`config.mk`:
```
export PLATFORM = sky130hd
export DESIGN_NAME = ps2_host_tx
export DESIGN_NICKNAME = d
export VERILOG_FILES = /design/src/rtl/ps2_host_tx.sv
export SDC_FILE = /design/constraint.sdc
export NUM_CORES = 1
export LEC_CHECK = 0
export BUFFER_PORTS_ARGS = -buffer_cell sky130_fd_sc_hd__buf_2
export CORE_MARGIN = 2
export CORE_UTILIZATION = 40
export CTS_CLUSTER_SIZE = 20
export DETAILED_ROUTE_END_ITERATION = 6
export PLACE_DENSITY = 0.6
export RECOVER_POWER = 50
export SLEW_MARGIN = 20
export SYNTH_ARGS = -nofsm -noshare
export SYNTH_HDL_FRONTEND = slang
export SYNTH_SLANG_ARGS = --single-unit
export TNS_END_PERCENT = 100
```
`constraint.sdc`:
```
create_clock -name Clock -period 3.3 [get_ports Clock]
set_clock_uncertainty 0.05 [all_clocks]
set_input_delay 0 -clock Clock [delete_from_list [all_inputs] [get_ports Clock]]
set_output_delay 0 -clock Clock [all_outputs]
set_load 0.02 [all_outputs]
```
`src/rtl/ps2_host_tx.sv`:
```
// PS/2 host-to-device transmitter: inhibits the bus, issues a request-to-send,
// shifts one command byte (LSB first, odd parity, stop) on device clock falls
// and checks the device acknowledge. Both pads are driven open-drain via *Oe.
module ps2_host_tx #(
    parameter int unsigned INHIBIT_CYCLES = 5000,
    parameter int unsigned TIMEOUT_CYCLES = 750000,
    parameter int unsigned FILTER_LEN     = 4
) (
    input  logic       Clock,
    input  logic       Reset,
    input  logic       Start,
    input  logic [7:0] TxByte,
    input  logic       ClockKeyboard,
    input  logic       DataKeyboard,
    output logic       ClockKeyboardOe,
    output logic       DataKeyboardOe,
    output logic       Busy,
    output logic       Done,
    output logic       Error
);

    localparam int unsigned INH_W = $clog2(INHIBIT_CYCLES + 1);
    localparam int unsigned TO_W  = $clog2(TIMEOUT_CYCLES + 1);
    localparam int unsigned FLT_W = $clog2(FILTER_LEN + 1);

    typedef enum logic [2:0] {
        IDLE,
        INHIBIT,
        XFER,
        WAIT_IDLE,
        FINISH
    } state_t;

    state_t             state_q, state_d;
    logic [INH_W-1:0]   inh_cnt_q, inh_cnt_d;
    logic [TO_W-1:0]    to_cnt_q, to_cnt_d;
    logic [3:0]         k_q, k_d;
    logic [7:0]         tx_q, tx_d;
    logic               par_q, par_d;
    logic               data_oe_q, data_oe_d;
    logic               err_q, err_d;

    logic               clk_meta_q, clk_sync_q;
    logic               dat_meta_q, dat_sync_q;
    logic [FLT_W-1:0]   flt_cnt_q;
    logic               clk_flt_q, clk_flt_prev_q;
    logic               fall;
    logic               timeout;

    // Two-flop synchronizers; idle bus level is high, so reset to 1.
    always_ff @(posedge Clock or negedge Reset) begin
        if (!Reset) begin
            clk_meta_q <= 1'b1;
            clk_sync_q <= 1'b1;
            dat_meta_q <= 1'b1;
            dat_sync_q <= 1'b1;
        end else begin
            clk_meta_q <= ClockKeyboard;
            clk_sync_q <= clk_meta_q;
            dat_meta_q <= DataKeyboard;
            dat_sync_q <= dat_meta_q;
        end
    end

    // Accept a new clock level only after FILTER_LEN consecutive differing samples.
    always_ff @(posedge Clock or negedge Reset) begin
        if (!Reset) begin
            flt_cnt_q      <= '0;
            clk_flt_q      <= 1'b1;
            clk_flt_prev_q <= 1'b1;
        end else begin
            clk_flt_prev_q <= clk_flt_q;
            if (clk_sync_q == clk_flt_q) begin
                flt_cnt_q <= '0;
            end else if (flt_cnt_q == FLT_W'(FILTER_LEN - 1)) begin
                clk_flt_q <= clk_sync_q;
                flt_cnt_q <= '0;
            end else begin
                flt_cnt_q <= flt_cnt_q + 1'b1;
            end
        end
    end

    assign fall    = clk_flt_prev_q & ~clk_flt_q;
    assign timeout = (to_cnt_q == TO_W'(TIMEOUT_CYCLES - 1));

    // FSM state, counters and the latched command byte.
    always_ff @(posedge Clock or negedge Reset) begin
        if (!Reset) begin
            state_q   <= IDLE;
            inh_cnt_q <= '0;
            to_cnt_q  <= '0;
            k_q       <= '0;
            tx_q      <= '0;
            par_q     <= 1'b0;
            data_oe_q <= 1'b0;
            err_q     <= 1'b0;
        end else begin
            state_q   <= state_d;
            inh_cnt_q <= inh_cnt_d;
            to_cnt_q  <= to_cnt_d;
            k_q       <= k_d;
            tx_q      <= tx_d;
            par_q     <= par_d;
            data_oe_q <= data_oe_d;
            err_q     <= err_d;
        end
    end

    // Next-state logic and line/handshake outputs.
    always_comb begin
        state_d         = state_q;
        inh_cnt_d       = inh_cnt_q;
        to_cnt_d        = to_cnt_q;
        k_d             = k_q;
        tx_d            = tx_q;
        par_d           = par_q;
        data_oe_d       = data_oe_q;
        err_d           = err_q;
        ClockKeyboardOe = 1'b0;
        DataKeyboardOe  = 1'b0;
        Busy            = 1'b1;
        Done            = 1'b0;
        Error           = 1'b0;

        unique case (state_q)
            IDLE: begin
                Busy      = 1'b0;
                data_oe_d = 1'b0;
                if (Start) begin
                    tx_d      = TxByte;
                    par_d     = ~^TxByte;
                    err_d     = 1'b0;
                    inh_cnt_d = '0;
                    state_d   = INHIBIT;
                end
            end

            INHIBIT: begin
                ClockKeyboardOe = 1'b1;
                if (inh_cnt_q == INH_W'(INHIBIT_CYCLES - 1)) begin
                    // Start bit goes out together with the last inhibit cycle.
                    DataKeyboardOe = 1'b1;
                    data_oe_d      = 1'b1;
                    to_cnt_d       = '0;
                    k_d            = '0;
                    state_d        = XFER;
                end else begin
                    inh_cnt_d = inh_cnt_q + 1'b1;
                end
            end

            XFER: begin
                DataKeyboardOe = data_oe_q;
                to_cnt_d       = to_cnt_q + 1'b1;
                if (timeout) begin
                    data_oe_d = 1'b0;
                    err_d     = 1'b1;
                    state_d   = FINISH;
                end else if (fall) begin
                    // k_q is the count before this fall, so it indexes data bit k-1.
                    k_d = k_q + 4'd1;
                    if (k_q < 4'd8) begin
                        data_oe_d = ~tx_q[k_q[2:0]];
                    end else if (k_q == 4'd8) begin
                        data_oe_d = ~par_q;
                    end else if (k_q == 4'd9) begin
                        data_oe_d = 1'b0;
                    end else begin
                        data_oe_d = 1'b0;
                        if (dat_sync_q) begin
                            err_d   = 1'b1;
                            state_d = FINISH;
                        end else begin
                            state_d = WAIT_IDLE;
                        end
                    end
                end
            end

            WAIT_IDLE: begin
                to_cnt_d = to_cnt_q + 1'b1;
                if (timeout) begin
                    err_d   = 1'b1;
                    state_d = FINISH;
                end else if (clk_sync_q && dat_sync_q) begin
                    state_d = FINISH;
                end
            end

            FINISH: begin
                Done      = 1'b1;
                Error     = err_q;
                data_oe_d = 1'b0;
                state_d   = IDLE;
            end

            default: begin
                state_d = IDLE;
            end
        endcase
    end

endmodule

```
==> results of run 1 <==
-- routing by layer --
layer / up-vias / share of wire
met2: 30 / 0.45
met3: 10 / 0.032
met5: - / 0
met1: 1064 / 0.50
li1: 1153 / -
met4: 0 / 0.016
-- state kept, by name (all words and copies together), names as in the netlist --
register        count
dat_sync_q          1
data_oe_q           1
dat_meta_q          1
clk_flt_prev_q      1
err_q               1
flt_cnt_q           3
tx_q                8
par_q               1
state_q             3
k_q                 4
to_cnt_q           20
clk_meta_q          1
clk_flt_q           1
clk_sync_q          1
inh_cnt_q          13
-- layout make-up --
class	instances	area (um2)
Fill cell	746	3790
Sequential cell	60	1510
Multi-Input combinational cell	240	1440
Timing Repair Buffer	30	206
Clock buffer	13	149
Tap cell	99	124
Clock inverter	3	40.0
Inverter	8	30.0
-- cells in the final DEF (no fill, tap or decap), types with 9 or more instances in the layout --
master	count
nor2_1	34
dfrtp_1	54
xnor2_1	17
o21ai_0	12
buf_2	16
xor2_1	14
dlygate4sd3_1	11
nand2_1	56
nor3_1	9
clkbuf_8	10
nand3_1	18
-- repair_timing --
action / in CTS / in global routing
hold buffers: 11 / 0
endpoints found under the hold margin: 33 / 0
setup buffers: 0 / 0
-- per-stage QoR --
step / instances / hold slack (ps)
6_report: 453 / 74.2
3_5_place_dp: 426 / 23.1
4_1_cts: 453 / 61.7
3_3_place_gp: 426 / 16.5
5_1_grt: 453 / 126
2_1_floorplan: 318 / -346
-- final timing paths --
path                            slack, ps    startpoint              to  cells after the start
worst max-delay path                 1050  inh_cnt_q[0]  DataKeyboardOe                      6
worst min-delay path                   70         Start    inh_cnt_q[4]                      4
worst max register to register       1230        k_q[0]      state_q[1]                      7
worst min register to register        310    clk_meta_q      clk_sync_q                      0
max in group asynchronous            1170         Reset     to_cnt_q[8]                      3
min in group asynchronous             530         Reset         tx_q[2]                      2
-- kinds of logic after synthesis --
family / after synthesis / synth area share
flops: 60 / 0.498
fa+ha+maj: 6 / 0.0248
compound gates: 33 / 0.0682
buf+inv: 18 / 0.0256
simple gates: 163 / 0.269
mux: 7 / 0.0240
xor+xnor: 31 / 0.0897
-- critical path: stages, from the launching register on --
cell and delay (ps):
dfrtp_1 410, ha_1 260, and4_1 260, nand4_1 210, or2_2 430, nand2_1 120
buf_2 160
-- report_power, final --
part / total [uW] / internal (uW) / switching [uW] / leakage [uW]
registers: 793 / 774 / 19.5 / 0.000799
logic: 100 / 50.5 / 50.0 / 0.000679
clock network: 655 / 368 / 287 / 0.0000974
total: 1550 / 1190 / 356 / 0.00158
==> flow_summary.yaml, run 1 <==
synth:
  yosysUniqueCellTypes: 49
  synth_area_leaders: "dfrtp_1 (45%), nand2_1 (6.9%), dfstp_2 (5.2%)"
  synth_warnings: 0
  synth_nets: 337
  synthFlopType: "dfrtp_1"
  post-synth-top-area-cell: "dfrtp_1"
  netlist_top_cells_count: "nand2_1 (56), dfrtp_1 (54), nor2_1 (34)"
  synth-seq-cells: 60
  synth_edf_count: 0
  synthMostInstantiatedCell: "nand2_1"
  synth_area_per_cell_um2: 9.52
  synth-async-reset-ratio: 1.00
  synth_top_area_share: 0.446
  mappedNetlistArea_um2: 3030
  synthCells: 318
  yosysSeqAreaShare: 0.498
timing:
  period_minus_slack_ps: 2250
  slew_viol_final: 31
  setup_violations: 0
  period_share: 0.683
  finalWorstSetupSlack_ps: 1050
  tightest_slew_ps: 1560
  grt_setup_unrepaired: "no"
  maxSlewHeadroom: -0.0403
  final_hold_viol_count: 0
  setup_tns_ps: 0
  fmax_mhz: 444
hold_path:
  hold_path_class: "primary input to register"
critical_path:
  arrival_ps: 2200
  worstPathRequired_ps: 3250
  cp-start-kind: "register"
  cp_max_fo: 8
  path_class: "register to output pin"
  crit_path_end_kind: "output pin"
floorplan:
  io_pins: 18
  die_x_um: 91.0
  rows: 31
  core-area_um2: 7290
  dieHeight_um: 91.0
  start_util: 0.415
  dieArea_um2: 8280
global_route:
  grtUsageTotal: 0.160
  grt_util_met3: 0.0299
  grt-ovfl-total: 0
  grt_pass1_vias: 2241
  grt_antenna_before_repair: 0
  grt_max_degree: 32
  grt_use_met1: 0.216
  grt_pass1_wl_um: 10500
  use_met2: 0.244
  grt-busiest-layer: "met2"
place:
  dpl_cell_area_um2: 3200
  pre_cts_ws_ps: 1250
  io_buffers: 17
  dp_hpwl_um: 4060
  gp_congestion: 0.778
cells_and_area:
  diodes: 0
  area_growth_pct: 15.6
  final_util: 0.480
  layout.nets: 368
  drive_gt1_frac: 0.133
  final_area_um2: 3500
cts:
  cts_buffer_depth: 2
  cts_tree: "yes"
  clock_latency_ps: 350
  htreeDepth: 3
  clkSlewWorstSetupHoldPaths_ps: 80
  numCtsBuffers: 9
  postCtsResizedCells: 0
  cts_root_buffer: "clkbuf_8"
  cts_sinks: 60
pwr:
  power.total_uw: 1550
  p_per_area_nw_per_um2: 442
  p_leak_uw: 0.00158
  vdd_drop_max_mv: 0.249
routing:
  drt_iter0_markers: 94
  first_pass_iters: 4
  wire_per_inst_um: 13.1
  routed_wl_um: 5940
  vias: 2257
  viasPerCell: 4.98
  drt.antenna.violating_nets: 0
  drc_errors: 0
outcome:
  violations: "max-capacitance violations, max-slew violations"
  outcome: "finished with violations"
run:
  maxCapViolCount: 1
(Power assumes the default switching activity.)
==> run 2: changes to the inputs <==
Clock period 3.3 ns to 2.19 ns, I/O delays scaled along.
==> run 2 against run 1 <==
  * The flow still finishes with violations (max-capacitance violations, max-slew violations)
  * Critical path depth shrank 2
  * Routed wire length up 1.5%
  * Via count is 3.1% higher
  * Clock-buffer cell count shrank 2
  * Cell count increased by 1.8%
  * Highest routed layer unchanged
  * Worst hold slack gained 21 ps
  * Combinational power grew 55%
  * Total power is 48% higher
  * Cell area grew 2.1%
  * Setup slack worse by 900 ps
==> flow_summary.yaml, run 2 (same netlist as run 1, synthesis figures left out) <==
cts:
  clkSlewWorstSetupHoldPaths_ps: 60
  cts_buffer_depth: 2
  post_cts_buffers: 0
  cts_tree: "yes"
  cts_root_buffer: "clkbuf_8"
  htreeDepth: 3
  numCtsBuffers: 9
  cts_sinks: 60
  clock_latency_ps: 330
cells_and_area:
  largest_reg_flops: 20
  mostFrequentLayoutCells: "nand2_1 (56), dfrtp_1 (54), nor2_1 (34)"
  diodes: 0
  largest_register: "to_cnt_q"
  final_common_cell: "nand2_1"
  drive_gt1_frac: 0.155
  area_growth_pct: 18.0
  reg_top3: "to_cnt_q x20, inh_cnt_q x13, tx_q x8"
  nFillCells: 730
  layout.cells.non_filler: 461
  layout.nets: 376
  final_util: 0.490
critical_path:
  cp_max_fo: 7
  cp-start-kind: "register"
  worstPathRequired_ps: 2360
  cp_cell_sequence: "or4b_1 -> nor4b_2 -> nand2_1 -> a31o_2"
  path_buf_inv: 0
  crit_path_end_kind: "register"
  cpPeakStageDelay_ps: 560
  worstReg2RegStart: "to_cnt_q[10]"
  crit_path_start: "to_cnt_q[10]"
  crit_family: "simple AND/OR/NAND/NOR gates"
  path_class: "register to register"
  arrival_ps: 2210
  slowest_stage: "or4b_1"
  reg2reg_slack_ps: 150
outcome:
  violations: "max-capacitance violations, max-slew violations"
  outcome: "finished with violations"
global_route:
  grt-ovfl-total: 0
  grt_pass1_vias: 2338
  grtUsageTotal: 0.163
  grt_max_degree: 32
  grt_pass1_wl_um: 10800
  grt_antenna_before_repair: 0
place:
  gp_congestion: 0.811
  io_buffers: 17
  dp_hpwl_um: 4120
  pre_cts_ws_ps: 182
  dp_cells: 434
floorplan:
  io_pins: 18
  rows: 31
  die_x_um: 91.0
  dieArea_um2: 8280
  core-area_um2: 7290
  dieHeight_um: 91.0
  start_util: 0.415
hold_path:
  worstHoldStart: "Start"
  hold_path_class: "primary input to register"
routing:
  wire_per_inst_um: 13.1
  viasPerCell: 5.05
  vias: 2328
  drt.antenna.violating_nets: 0
  drt_iter0_markers: 127
  drc_errors: 0
  first_pass_iters: 5
  routed_wl_um: 6030
timing:
  slew_viol_final: 31
  period_minus_slack_ps: 2040
  grt_setup_unrepaired: "no"
  maxSlewHeadroom: -0.145
  finalWorstSetupSlack_ps: 149
  final_hold_viol_count: 0
  period_share: 0.932
  tightest_slew_ps: 1720
  setup_tns_ps: 0
  setup_violations: 0
  fmax_mhz: 490
pwr:
  p_leak_uw: 0.00162
  p_per_area_nw_per_um2: 640
  vdd_drop_max_mv: 0.461
run:
  maxCapViolCount: 1
-- run 2: power by group --
part	internal [uW]	switching [uW]	total (uW)
Combinational	79.3	75.5	155
Sequential	1170	28.6	1190
Clock	520	418	938
-- run 2: stage by stage --
step,power [uW],hold WS (ps),instance area [um2]
detailed placement,1360,45.9,3280
CTS,2330,73.6,3570
floorplan,1300,-346,3030
global placement,1360,49.2,3280
finish,2290,94.8,3570
global route,2400,118,3570
-- run 2: final timing paths --
| check | endpoint | depth (start not counted) |
|---|---|---|
| min reg2reg | clk_sync_q | 0 |
| max | state_q[1] | 4 |
| max reg2reg | state_q[1] | 4 |
| max in group asynchronous | to_cnt_q[11] | 2 |
| min | inh_cnt_q[3] | 4 |
| min in group asynchronous | tx_q[2] | 2 |
-- run 2: what timing repair did --
| item | in CTS | in global routing |
|---|---|---|
| endpoints found under the hold margin | 34 | 0 |
| endpoints found under the setup margin | 0 | 1 |
| hold buffers | 11 | 0 |
| resized for setup | 0 | 1 |
-- run 2: layout make-up --
class	count	area, um2	share of cell area
clock buffers	11	131	0.0368
clock inverters	5	52.6	0.0147
inverters	8	30.0	0.00841
multi-input cells	240	1440	0.404
flip-flops and latches	60	1510	0.422
well taps	99	124	0.0347
repair buffers	38	282	0.0788
-- run 2: per-layer routing --
| metal | wire length, um | global-route usage |
|---|---|---|
| met5 | 0 | 0 |
| met4 | 78 | 0.0556 |
| met3 | 171 | 0.0498 |
| met2 | 2790 | 0.252 |
| met1 | 2990 | 0.218 |
-- run 2: worst reg2reg max path: cells and delay by family, from the launching register on --
family	cells	cell delay, ps
compound gates	1	300
flops	1	450
simple gates	3	1130
